**src/rtl/mem_arbiter_pkg.sv**
```systemverilog
// Shared definitions for the two-port memory arbiter: default widths, FSM states, port ids.
package mem_arbiter_pkg;

    localparam int DEF_ADDR_W = 8;
    localparam int DEF_DATA_W = 16;

    localparam logic PORT_FETCH = 1'b0;
    localparam logic PORT_LSU   = 1'b1;

    typedef enum logic [1:0] {
        ST_IDLE  = 2'd0,
        ST_ISSUE = 2'd1,
        ST_WAIT  = 2'd2,
        ST_RESP  = 2'd3
    } state_t;

endpackage

```
**src/rtl/mem_arbiter_if.sv**
```systemverilog
// Bundle of requester-side and memory-side signals around the arbiter.
interface mem_arbiter_if
    import mem_arbiter_pkg::*;
#(
    parameter int ADDR_W = DEF_ADDR_W,
    parameter int DATA_W = DEF_DATA_W
) ();

    logic              p0_req;
    logic [ADDR_W-1:0] p0_addr;
    logic              p0_ready;
    logic              p0_rvalid;
    logic [DATA_W-1:0] p0_rdata;

    logic              p1_req;
    logic              p1_we;
    logic [ADDR_W-1:0] p1_addr;
    logic [DATA_W-1:0] p1_wdata;
    logic              p1_ready;
    logic              p1_rvalid;
    logic [DATA_W-1:0] p1_rdata;

    logic [ADDR_W-1:0] mem_address;
    logic [DATA_W-1:0] mem_data_in;
    logic              mem_write_enable;
    logic              mem_read_enable;
    logic [DATA_W-1:0] mem_data_out;

    // arbiter side
    modport slave (
        input  p0_req, p0_addr, p1_req, p1_we, p1_addr, p1_wdata, mem_data_out,
        output p0_ready, p0_rvalid, p0_rdata, p1_ready, p1_rvalid, p1_rdata,
        output mem_address, mem_data_in, mem_write_enable, mem_read_enable
    );

    // requesters plus memory, as seen from outside the arbiter
    modport master (
        output p0_req, p0_addr, p1_req, p1_we, p1_addr, p1_wdata, mem_data_out,
        input  p0_ready, p0_rvalid, p0_rdata, p1_ready, p1_rvalid, p1_rdata,
        input  mem_address, mem_data_in, mem_write_enable, mem_read_enable
    );

endinterface

```
**src/rtl/mem_arbiter_rr_arbiter2.sv**
```systemverilog
// Two-way round-robin picker; pointer moves to the non-winning port on each advance.
module rr_arbiter2 (
    input  logic       clk,
    input  logic       rst,
    input  logic [1:0] req,
    input  logic       advance,
    output logic [1:0] grant
);

    logic ptr_q;

    always_comb begin
        grant = req;
        if (req == 2'b11) begin
            grant = ptr_q ? 2'b10 : 2'b01;
        end
    end

    always_ff @(posedge clk or posedge rst) begin
        if (rst) begin
            ptr_q <= 1'b0;
        end else if (advance) begin
            ptr_q <= ~grant[1];
        end
    end

endmodule

```
**src/rtl/mem_arbiter.sv**
```systemverilog
// Shares one single-port memory between fetch (port 0, read-only) and load/store (port 1),
// one transaction at a time, round-robin on contention.
module mem_arbiter
    import mem_arbiter_pkg::*;
#(
    parameter int ADDR_W     = DEF_ADDR_W,
    parameter int DATA_W     = DEF_DATA_W,
    parameter int MEM_RD_LAT = 1
) (
    input  logic          clk,
    input  logic          rst,
    mem_arbiter_if.slave  bus
);

    // state  | meaning
    // IDLE   | waiting for a request; ready pulses here for the winner
    // ISSUE  | one-cycle memory enable from the latched transaction
    // WAIT   | read in flight, latency counter running down
    // RESP   | read data registered, rvalid pulsed to the winner

    localparam int CNT_W = 2;

    state_t            state_q, state_d;
    logic [1:0]        req, grant;
    logic              accept;
    logic              capture;
    logic              win_q;
    logic              we_q;
    logic [ADDR_W-1:0] addr_q;
    logic [DATA_W-1:0] wdata_q;
    logic [CNT_W-1:0]  cnt_q;
    logic [DATA_W-1:0] rdata0_q, rdata1_q;

    assign req = {bus.p1_req, bus.p0_req};

    rr_arbiter2 u_rr (
        .clk     (clk),
        .rst     (rst),
        .req     (req),
        .advance (accept),
        .grant   (grant)
    );

    always_ff @(posedge clk or posedge rst) begin
        if (rst) begin
            state_q <= ST_IDLE;
        end else begin
            state_q <= state_d;
        end
    end

    always_comb begin
        state_d              = state_q;
        accept               = 1'b0;
        capture              = 1'b0;
        bus.p0_ready         = 1'b0;
        bus.p1_ready         = 1'b0;
        bus.p0_rvalid        = 1'b0;
        bus.p1_rvalid        = 1'b0;
        bus.mem_write_enable = 1'b0;
        bus.mem_read_enable  = 1'b0;
        case (state_q)
            ST_IDLE: begin
                // ready is combinational, so keep it quiet while reset is held
                if ((|req) && !rst) begin
                    accept       = 1'b1;
                    bus.p0_ready = grant[0];
                    bus.p1_ready = grant[1];
                    state_d      = ST_ISSUE;
                end
            end
            ST_ISSUE: begin
                bus.mem_write_enable = we_q;
                bus.mem_read_enable  = ~we_q;
                state_d              = we_q ? ST_IDLE : ST_WAIT;
            end
            ST_WAIT: begin
                if (cnt_q == '0) begin
                    capture = 1'b1;
                    state_d = ST_RESP;
                end
            end
            ST_RESP: begin
                bus.p0_rvalid = (win_q == PORT_FETCH);
                bus.p1_rvalid = (win_q == PORT_LSU);
                state_d       = ST_IDLE;
            end
            default: state_d = ST_IDLE;
        endcase
    end

    always_ff @(posedge clk or posedge rst) begin
        if (rst) begin
            win_q    <= PORT_FETCH;
            we_q     <= 1'b0;
            addr_q   <= '0;
            wdata_q  <= '0;
            cnt_q    <= '0;
            rdata0_q <= '0;
            rdata1_q <= '0;
        end else begin
            if (accept) begin
                win_q  <= grant[1];
                addr_q <= grant[1] ? bus.p1_addr : bus.p0_addr;
                we_q   <= grant[1] & bus.p1_we;
                if (grant[1]) begin
                    wdata_q <= bus.p1_wdata;
                end
            end
            if (state_q == ST_ISSUE && !we_q) begin
                cnt_q <= CNT_W'(MEM_RD_LAT - 1);
            end else if (state_q == ST_WAIT && cnt_q != '0) begin
                cnt_q <= cnt_q - 2'd1;
            end
            // data is registered on the last WAIT edge so it is already valid with rvalid
            if (capture) begin
                if (win_q == PORT_LSU) begin
                    rdata1_q <= bus.mem_data_out;
                end else begin
                    rdata0_q <= bus.mem_data_out;
                end
            end
        end
    end

    assign bus.mem_address = addr_q;
    assign bus.mem_data_in = wdata_q;
    assign bus.p0_rdata    = rdata0_q;
    assign bus.p1_rdata    = rdata1_q;

endmodule

```
**src/flat_wrapper.sv**
```systemverilog
// flat-port wrapper written by rule: the top's interface ports become plain ports
module mem_arbiter_flat import mem_arbiter_pkg::*;
#(
    parameter int ADDR_W     = DEF_ADDR_W,
    parameter int DATA_W     = DEF_DATA_W,
    parameter int MEM_RD_LAT = 1
)
  (clk, rst, bus_p0_req, bus_p0_addr, bus_p1_req, bus_p1_we, bus_p1_addr, bus_p1_wdata, bus_mem_data_out, bus_p0_ready, bus_p0_rvalid, bus_p0_rdata, bus_p1_ready, bus_p1_rvalid, bus_p1_rdata, bus_mem_address, bus_mem_data_in, bus_mem_write_enable, bus_mem_read_enable);
  mem_arbiter_if #(.ADDR_W(ADDR_W), .DATA_W(DATA_W)) bus_i ();
  input  logic clk;
  input  logic rst;
  input wire logic [$bits(bus_i.p0_req)-1:0] bus_p0_req;
  input wire logic [$bits(bus_i.p0_addr)-1:0] bus_p0_addr;
  input wire logic [$bits(bus_i.p1_req)-1:0] bus_p1_req;
  input wire logic [$bits(bus_i.p1_we)-1:0] bus_p1_we;
  input wire logic [$bits(bus_i.p1_addr)-1:0] bus_p1_addr;
  input wire logic [$bits(bus_i.p1_wdata)-1:0] bus_p1_wdata;
  input wire logic [$bits(bus_i.mem_data_out)-1:0] bus_mem_data_out;
  output wire logic [$bits(bus_i.p0_ready)-1:0] bus_p0_ready;
  output wire logic [$bits(bus_i.p0_rvalid)-1:0] bus_p0_rvalid;
  output wire logic [$bits(bus_i.p0_rdata)-1:0] bus_p0_rdata;
  output wire logic [$bits(bus_i.p1_ready)-1:0] bus_p1_ready;
  output wire logic [$bits(bus_i.p1_rvalid)-1:0] bus_p1_rvalid;
  output wire logic [$bits(bus_i.p1_rdata)-1:0] bus_p1_rdata;
  output wire logic [$bits(bus_i.mem_address)-1:0] bus_mem_address;
  output wire logic [$bits(bus_i.mem_data_in)-1:0] bus_mem_data_in;
  output wire logic [$bits(bus_i.mem_write_enable)-1:0] bus_mem_write_enable;
  output wire logic [$bits(bus_i.mem_read_enable)-1:0] bus_mem_read_enable;
  assign bus_i.p0_req = bus_p0_req;
  assign bus_i.p0_addr = bus_p0_addr;
  assign bus_i.p1_req = bus_p1_req;
  assign bus_i.p1_we = bus_p1_we;
  assign bus_i.p1_addr = bus_p1_addr;
  assign bus_i.p1_wdata = bus_p1_wdata;
  assign bus_i.mem_data_out = bus_mem_data_out;
  assign bus_p0_ready = bus_i.p0_ready;
  assign bus_p0_rvalid = bus_i.p0_rvalid;
  assign bus_p0_rdata = bus_i.p0_rdata;
  assign bus_p1_ready = bus_i.p1_ready;
  assign bus_p1_rvalid = bus_i.p1_rvalid;
  assign bus_p1_rdata = bus_i.p1_rdata;
  assign bus_mem_address = bus_i.mem_address;
  assign bus_mem_data_in = bus_i.mem_data_in;
  assign bus_mem_write_enable = bus_i.mem_write_enable;
  assign bus_mem_read_enable = bus_i.mem_read_enable;
  mem_arbiter #(.ADDR_W(ADDR_W), .DATA_W(DATA_W), .MEM_RD_LAT(MEM_RD_LAT)) u_core (.clk(clk), .rst(rst), .bus(bus_i));
endmodule
```
**config.mk**
```make
export PLATFORM = sky130hd
export DESIGN_NAME = mem_arbiter_flat
export DESIGN_NICKNAME = d
export VERILOG_FILES = /design/src/rtl/mem_arbiter_pkg.sv /design/src/rtl/mem_arbiter_if.sv /design/src/rtl/mem_arbiter_rr_arbiter2.sv /design/src/rtl/mem_arbiter.sv /design/src/flat_wrapper.sv
export SDC_FILE = /design/constraint.sdc
export NUM_CORES = 1
export LEC_CHECK = 0
export ABC_AREA = 0
export CORE_ASPECT_RATIO = 0.9
export CORE_MARGIN = 2
export CORE_UTILIZATION = 50
export DETAILED_ROUTE_END_ITERATION = 16
export DONT_BUFFER_PORTS = 1
export GPL_TIMING_DRIVEN = 0
export SLEW_MARGIN = 10
export SYNTH_ARGS = -nofsm -noshare
export SYNTH_HDL_FRONTEND = slang
export SYNTH_SLANG_ARGS = --single-unit
```
**constraint.sdc**
```tcl
create_clock -name clk -period 5.63 [get_ports clk]
set_input_delay 1.126 -clock clk [delete_from_list [all_inputs] [get_ports clk]]
set_output_delay 1.126 -clock clk [all_outputs]
set_load 0.01 [all_outputs]
```
After elaboration in Yosys (flattened, before gate mapping)
Cells that the tools add are included.
{"block": "word_totals", "ff_bits": 63, "inputBits": 53, "output_inout_bits": 62}
{"block": "op_classes", "addsub": 1, "n_eq_ne": 6, "mux": 21, "bitwise_logic": 4, "n_reduce_logical": 14}
{"cell": "$mux 2", "n": 7}
{"cell": "$mux 1", "n": 12}
{"cell": "$mux 8", "n": 1}
{"cell": "$pmux 2 s4", "n": 1}
{"cell": "$reduce_and 2->1", "n": 4}
{"cell": "$eq 2x2->1 const B", "n": 3}
{"cell": "$logic_not 2->1", "n": 2}
{"cell": "$ne 2x1->1 const B", "n": 2}
{"cell": "$reduce_bool 2->1", "n": 2}
{"cell": "$logic_and 1x1->1", "n": 3}
{"cell": "$not 1->1", "n": 3}
{"cell": "$eq 2x1->1 const B", "n": 1}
{"cell": "$logic_not 1->1", "n": 2}
{"cell": "$reduce_or 2->1", "n": 1}
{"cell": "$sub 2x1->2 const B", "n": 1}
{"cell": "$and 1x1->1", "n": 1}

Logic depth before layout (Yosys ltp)
Gate-level depths: netlist of run 1.
{"block": "logic_depth", "word_depth": 5, "ltp_mapped": 7, "ltp_nobuf": 5}

Modules after synthesis
A second synthesis of run 1 with hierarchy kept.
{"block": "hier_totals", "cells_unflattened": 177, "area_unflattened_um2": 2677.6}
{"mod": "mem_arbiter", "n_inst": 1, "cells_per_inst": 170, "area_each_um2": 2617.5, "seq_area_each_um2": 1551.5}
{"mod": "rr_arbiter2", "n_inst": 1, "cells_per_inst": 7, "area_each_um2": 60.1, "seq_area_each_um2": 25.0}

Least setup slack after synthesis of run 1
No wires, ideal clock.
{"block": "synth_timing", "kind": "input to output", "startpoint": "input port rst", "endpoint": "output port bus_p1_ready", "arrival_time_ps": 2045, "setup_slack_ps": 2459, "cell_stages": 5, "path_buffers": 3, "cell_sequence": "or3_1 buf_6 nor3b_2 buf_6 buf_12"}
{"block": "synth_via", "elab_chain_cells": 4}
{"element": "start: declaration", "line": "flat_wrapper.sv:11", "source": "input logic rst;"}
{"element": "$logic_not 1->1 (no source line)"}
{"element": "$logic_and 1x1->1", "line": "mem_arbiter.sv:65", "source": "if ((|req) && !rst) begin"}
{"element": "$mux 1", "line": "mem_arbiter.sv:65"}
{"element": "$mux 1", "line": "mem_arbiter.sv:62", "source": "case (state_q)"}
{"element": "end: declaration", "line": "flat_wrapper.sv:22", "source": "output wire logic [$bits(bus_i.p1_ready)-1:0] bus_p1_ready;"}
No other way between the ends.

Worst setup path in the final report of run 1
Ends and elaborated chain as after synthesis.

==> results.sh, run 1 <==
export IMPL_grt_pass1_wl_um=8714
export IMPL_max_clock_path_buffers=2
export IMPL_skew_ps=6.174
export IMPL_finalNetCount=250
export IMPL_cts_resized=0
export IMPL_status="completed"
export IMPL_htreeDepth=3
export IMPL_rsz0062_at_grt="false"
export IMPL_wire_per_inst_um=20.72
export IMPL_synth_flop_cell="dfrtp_1"
export IMPL_period_share=0.5752
export IMPL_cts_buffers=9
export IMPL_design_area_mm2=0.002878
export IMPL_drtIter0Drc=38
export IMPL_power_internal_w=0.001159
export IMPL_cp_end_kind="primary output"
export IMPL_required_ps=4500
export IMPL_netlist_area_leader_share=0.6084
export IMPL_num_io_pins=115
export IMPL_die_x_um=79.89
export IMPL_yosysMostFrequentCell="dfrtp_1"
export IMPL_critPathMaxFanout=10
export IMPL_core_area_mm2=0.004925
export IMPL_drive_gt1_frac=0.3719
export IMPL_synth_area_leaders="dfrtp_1 (61%), mux2_2 (18%), mux2_4 (4.1%), a221o_1 (3.1%), nor3_1 (1.9%)"
export IMPL_ys_top_cells_by_count="dfrtp_1 (63), mux2_2 (41), nand2_1 (11), nor3_1 (10), a221o_1 (8)"
export IMPL_setup_ws_ps=2391
export IMPL_gr_total_overflow=0
export IMPL_gp_routability_congestion=0.6842
export IMPL_worstPathCellList="or3_1 > buf_6 > nor3b_2 > buf_6 > buf_12"
export IMPL_viasPerCell=5.701
export IMPL_max_stage_delay_ps=310
export IMPL_dr_total_vias=1505
export IMPL_setup_viol=0
export IMPL_static_leakage_power_nw=1.263
export IMPL_post_route_util=0.5844
export IMPL_start_util=0.5262
export IMPL_setup_tns_ps=0
export IMPL_clock_power_share=0.209
export IMPL_grt_pass1_vias=1714
export IMPL_crit_buf_inv=3
export IMPL_die_area_mm2=0.005775
export IMPL_dieHeight_um=72.30
export IMPL_drc=0
export IMPL_clock_root_buffer="clkbuf_8"
export IMPL_p_sw_w=0.0005968
export IMPL_ys_async_sr_fraction=1.000
export IMPL_cp_common_cell="buf_6"
export IMPL_area_growth_pct=11.06
export IMPL_ys_warn_count=0
export IMPL_hold_path_class="reg -> reg"
export IMPL_ant_nets=0
export IMPL_synth_edff_count=0
export IMPL_regArea_mm2=0.001577
export IMPL_track_usage=0.2047
export IMPL_hold_buffers=0
export IMPL_hold_violations=0
export IMPL_drv_cap=0
export IMPL_multi_input_area_um2=907.1
export IMPL_n_antenna_cell=0
export IMPL_slowest_stage="or3_1"
export IMPL_worstPathArrival_ps=2110
export IMPL_syn_cell_area_mm2=0.002591
export IMPL_post_cts_setup_buffers=0
export IMPL_synthCells=184
export IMPL_place_area_mm2=0.002693
export IMPL_grt_antenna_before_repair=0
export IMPL_tightest_slew_ps=593.4
export IMPL_power_density_mw_per_mm2=610.3
export IMPL_cp_top_family="simple AND/OR/NAND/NOR gates"
export IMPL_cts_tree="built"
export IMPL_clkTransAtPathRegs_ps=60
export IMPL_critical_path_class="in -> out"
export IMPL_finalCriticalPeriod_ps=3239
export IMPL_clock_sinks=63
export IMPL_power_frac_seq=0.533
export IMPL_synth_area_leader_cell="dfrtp_1"
export IMPL_switching_share=0.3398
export IMPL_ir_worst_vdd_mv=0.2619
export IMPL_max_clock_freq_mhz=308.8
export IMPL_routed_wl_um=5469
export IMPL_grt_start_max_net_pins=37
export IMPL_post_place_ws_ps=2403
export IMPL_synth_fp_nets=238
export IMPL_port_buffers=0
export IMPL_slew_headroom=0.6044
export IMPL_crit_path_start_kind="primary input"
export IMPL_insertion_delay_ps=330
export IMPL_maxSlewViolCount=0
export IMPL_drt_pass1_iter_count=4
export IMPL_synth_yosys_seq_area_share=0.6084
export IMPL_num_rows=24
export IMPL_fillCellCount=422
export IMPL_synth_avg_cell_area_um2=14.08
export IMPL_pwr_share_comb=0.258
export IMPL_synth_seq_cells=63
export IMPL_yosysUniqueCellTypes=26
export IMPL_dp_hpwl_um=4069
## final cells by class
class                           count  share of cell area
Sequential cell                    63              0.5478
Clock inverter                      4             0.01652
Inverter                            6            0.007826
Multi-Input combinational cell    104              0.3152
Buffer                             11             0.02957
Clock buffer                       10             0.04783
Tap cell                           65             0.02826
Timing Repair Buffer                1            0.006957
## metal layers
metal | wire [um] | vias up | global-route usage | part of all wire
met2 | 2712 | 87 | 0.3389 | 0.50
met5 | 0 | - | 0 | 0
met4 | 75 | 0 | 0.08098 | 0.014
li1 | - | 664 | - | -
met1 | 2084 | 745 | 0.2332 | 0.38
met3 | 596 | 9 | 0.09204 | 0.11
## cells by family (layout without fill, tap and decap cells)
| family | Yosys count | count (layout) | synth area share |
|---|---|---|---|
| and+or+nand+nor | 39 | 39 | 0.07678 |
| adders and majority gates | 1 | 1 | 0.004828 |
| muxes | 49 | 49 | 0.2226 |
| AOI/OAI and AO/OA | 15 | 15 | 0.04587 |
| DFF | 63 | 63 | 0.6084 |
| buffers and inverters | 17 | 32 | 0.04152 |
## per-stage QoR
step                      cells  hold slack (ps)  total power, W
after floorplan             184            493.7        0.001279
after global placement      249            522.9        0.001364
after detailed placement    250            530.6        0.001405
after CTS                   264            534.4        0.001780
after global routing        264            556.5        0.001866
final                       264            534.5        0.001756
## registers in the layout, summed over array words and instances, names as in the netlist, named ones only
| register | count |
|---|---|
| u_core.cnt_q | 2 |
| u_core.bus.mem_data_in | 16 |
| u_core.u_rr.ptr_q | 1 |
| u_core.bus.p1_rdata | 16 |
| u_core.we_q | 1 |
| u_core.bus.p0_rdata | 16 |
| u_core.state_q | 1 |
| u_core.bus.mem_address | 8 |
| u_core.win_q | 1 |
## power by group through the flow
stage          Sequential [W]  Clock, W  Combinational, W
5_1_grt              0.000967  0.000397          0.000502
6_report             0.000937  0.000367          0.000452
3_5_place_dp         0.000946         0          0.000459
2_1_floorplan        0.000889         0          0.000390
3_3_place_gp         0.000938         0          0.000426
4_1_cts              0.000943  0.000378          0.000459
## final timing paths
check | start | endpoint | slack [ps] | cells after the start
hold reg to reg | u_core.we_q$_DFFE_PP0P_ | flip-flop | 530 | 1
hold / removal | u_core.we_q$_DFFE_PP0P_ | flip-flop | 530 | 1
setup / recovery | rst | bus_p1_ready | 2390 | 5
min in group asynchronous | rst | u_core.win_q$_DFFE_PP0P_ | 740 | 1
setup reg to reg | u_core.cnt_q[0]$_DFFE_PP0P_ | u_core.bus.p0_rdata[6]$_DFFE_PP0P_ | 3480 | 6
max in group asynchronous | rst | u_core.bus.mem_data_in[0]$_DFFE_PP0P_ | 4300 | 2
## cells in the final DEF, fill, tap and decap left out, types with 2 or more instances in the layout
cell / count
o21ai_0: 2
buf_2: 4
a221o_1: 8
mux2_4: 7
nand2b_1: 2
buf_6: 3
and3_1: 3
clkbuf_8: 10
inv_1: 5
nor3_1: 10
a21oi_1: 4
clkbuf_1: 3
nand2_1: 11
clkinv_2: 2
mux2_2: 41
nor2_1: 6
buf_12: 2
dfrtp_1: 63
No activity file was read; power rests on OpenSTA's default activity.
==> run 2, diff against run 1 <==
==> constraint.sdc (replaced) <==
create_clock -name clk -period 3.4 [get_ports clk]
set_input_delay 0.68 -clock clk [delete_from_list [all_inputs] [get_ports clk]]
set_output_delay 0.68 -clock clk [all_outputs]
set_load 0.01 [all_outputs]
==> results of run 2 <==
The final DEF is identical to that of run 1. Status: completed.
Main changes from that run: setup slack after placement 2403 ps -> 1065 ps; setup slack after layout 2391 ps -> 830.3 ps; hold slack 534.5 ps -> 295.6 ps; register-to-register setup slack 3480 ps -> 1250 ps; total power 0.001756 W -> 0.002908 W; worst IR drop on VDD 0.2619 mV -> 0.4336 mV
==> run 3, diff against run 2 <==
--- a/config.mk
+++ b/config.mk
@@ -12,6 +12,7 @@
 export DETAILED_ROUTE_END_ITERATION = 16
 export DONT_BUFFER_PORTS = 1
 export GPL_TIMING_DRIVEN = 0
+export PLACE_DENSITY = 0.68
 export SLEW_MARGIN = 10
 export SYNTH_ARGS = -nofsm -noshare
 export SYNTH_HDL_FRONTEND = slang
==> constraint.sdc (replaced) <==
create_clock -name clk -period 2.12 [get_ports clk]
set_input_delay 0.424 -clock clk [delete_from_list [all_inputs] [get_ports clk]]
set_output_delay 0.424 -clock clk [all_outputs]
set_load 0.01 [all_outputs]
==> results.sh, run 3 (synthesis gave the netlist of run 1 again) <==
export IMPL_status="complete, but fails checks"
export IMPL_violations="negative setup slack"
export IMPL_routed_wl_um=5311
export IMPL_cp_common_cell="buf_6"
export IMPL_drtIter0Drc=86
export IMPL_grt_start_max_net_pins=41
export IMPL_crit_buf_inv=3
export IMPL_cts_buffers=9
export IMPL_clkTransAtPathRegs_ps=70
export IMPL_viasPerCell=5.859
export IMPL_grt_pass1_vias=1739
export IMPL_ir_worst_vdd_mv=0.7763
export IMPL_rsz0062_at_grt="true"
export IMPL_drt_pass1_iter_count=4
export IMPL_dr_total_vias=1582
export IMPL_drv_cap=0
export IMPL_holdWs_ps=15.71
export IMPL_setup_viol=1
export IMPL_slowest_stage="dfrtp_2"
export IMPL_mostFrequentLayoutCell="dfrtp_1"
export IMPL_start_util=0.5262
export IMPL_power_internal_w=0.003209
export IMPL_cp_top_family="simple AND/OR/NAND/NOR gates"
export IMPL_max_clock_path_buffers=2
export IMPL_dieHeight_um=72.30
export IMPL_core_area_mm2=0.004925
export IMPL_p_sw_w=0.001630
export IMPL_worstPathArrival_ps=1700
export IMPL_hold_path_class="in -> async"
export IMPL_post_place_ws_ps=-39.67
export IMPL_track_usage=0.1984
export IMPL_design_area_mm2=0.002975
export IMPL_gp_routability_congestion=0.8126
export IMPL_htreeDepth=3
export IMPL_grt_antenna_before_repair=0
export IMPL_dp_hpwl_um=3821
export IMPL_gr_total_overflow=0
export IMPL_power_frac_seq=0.517
export IMPL_required_ps=1700
export IMPL_switching_share=0.3369
export IMPL_power_density_mw_per_mm2=1626
export IMPL_critPathMaxFanout=9
export IMPL_drc=0
export IMPL_worstPathCellList="or3_1 > buf_6 > nor3b_4 > buf_6 > buf_12"
export IMPL_clock_power_share=0.220
export IMPL_skew_ps=7.441
export IMPL_num_io_pins=115
export IMPL_ant_nets=0
export IMPL_period_share=1.003
export IMPL_hold_buffers=0
export IMPL_slew_headroom=0.6468
export IMPL_die_x_um=79.89
export IMPL_dp_cells=250
export IMPL_crit_path_start_kind="flip-flop"
export IMPL_wire_per_inst_um=19.67
export IMPL_finalNetCount=254
export IMPL_num_rows=24
export IMPL_cp_end_kind="primary output"
export IMPL_n_antenna_cell=0
export IMPL_setup_ws_ps=-7.092
export IMPL_clock_sinks=63
export IMPL_finalCriticalPeriod_ps=2127
export IMPL_place_area_mm2=0.002693
export IMPL_die_area_mm2=0.005775
export IMPL_port_buffers=0
export IMPL_final_cells=270
export IMPL_pwr_share_comb=0.262
export IMPL_finalPower_w=0.004839
export IMPL_max_clock_freq_mhz=470.1
export IMPL_drive_gt1_frac=0.4000
export IMPL_max_stage_delay_ps=460
export IMPL_maxSlewViolCount=0
export IMPL_grt_pass1_wl_um=8521
export IMPL_insertion_delay_ps=330
export IMPL_cts_tree="built"
export IMPL_static_leakage_power_nw=1.315
export IMPL_final_cell_mix="dfrtp_1 (62), mux2_2 (41), clkbuf_8 (12), nand2_1 (11), nor3_1 (10)"
export IMPL_clock_root_buffer="clkbuf_8"
export IMPL_hold_violations=0
export IMPL_area_growth_pct=14.82
export IMPL_critical_path_class="reg -> out"
export IMPL_tightest_slew_ps=529.0
-- run 3: final timing paths --
kind                                                from                                     to  slack (ps)  cells past startpoint
setup / recovery           u_core.state_q[0]$_DFFE_PP0P_                           bus_p1_ready          -7                      5
hold / removal                                       rst     u_core.bus.p1_rdata[9]$_DFFE_PP0P_          20                      1
setup reg to reg           u_core.state_q[0]$_DFFE_PP0P_  u_core.bus.mem_data_in[8]$_DFFE_PP0P_         110                      7
hold reg to reg            u_core.u_rr.ptr_q$_DFFE_PP0P_          u_core.u_rr.ptr_q$_DFFE_PP0P_         560                      2
max in group asynchronous                            rst     u_core.bus.p1_rdata[3]$_DFFE_PP0P_        1520                      2
min in group clk                               bus_p1_we                u_core.we_q$_DFFE_PP0P_         240                      1
-- run 3: through the flow --
step,setup TNS (ps),utilization
floorplan,0,-
global placement,-21990,0.5427
detailed placement,-311.7,0.5467
CTS,-40.53,0.6011
global route,-77.15,0.6042
finish,-7.092,0.6042
-- run 3: area by class of cell --
type                            count  area [um2]
Clock buffer                       13       168.9
Inverter                            6       22.52
Timing Repair Buffer                5       75.07
Buffer                             11       88.84
Fill cell                         385        1949
Multi-Input combinational cell    104       920.9
Clock inverter                      3       40.04
Tap cell                           65       81.33
Sequential cell                    63        1578
-- run 3: power by group through the flow --
stage / logic, W / clock network [W] / registers, W
6_report: 0.00127 / 0.00107 / 0.00250
3_3_place_gp: 0.00114 / 0 / 0.00250
2_1_floorplan: 0.00104 / 0 / 0.00236
4_1_cts: 0.00127 / 0.00109 / 0.00251
3_5_place_dp: 0.00122 / 0 / 0.00251
5_1_grt: 0.00139 / 0.00115 / 0.00257
-- run 3: timing repair --
item,in CTS,in global routing
buffers inserted,3,0
gates resized for setup,2,6
gates cloned,1,0
endpoints found under the hold margin,0,0
endpoints found under the setup margin,11,12
pin swaps,2,1
-- run 3: per-layer routing --
metal / share of wire / GRT usage / vias to the layer above
met1: 0.39 / 0.2420 / 804
li1: - / - / 677
met2: 0.50 / 0.3157 / 89
met4: 0.021 / 0.08663 / 0
met5: 0 / 0 / -
met3: 0.085 / 0.07711 / 12
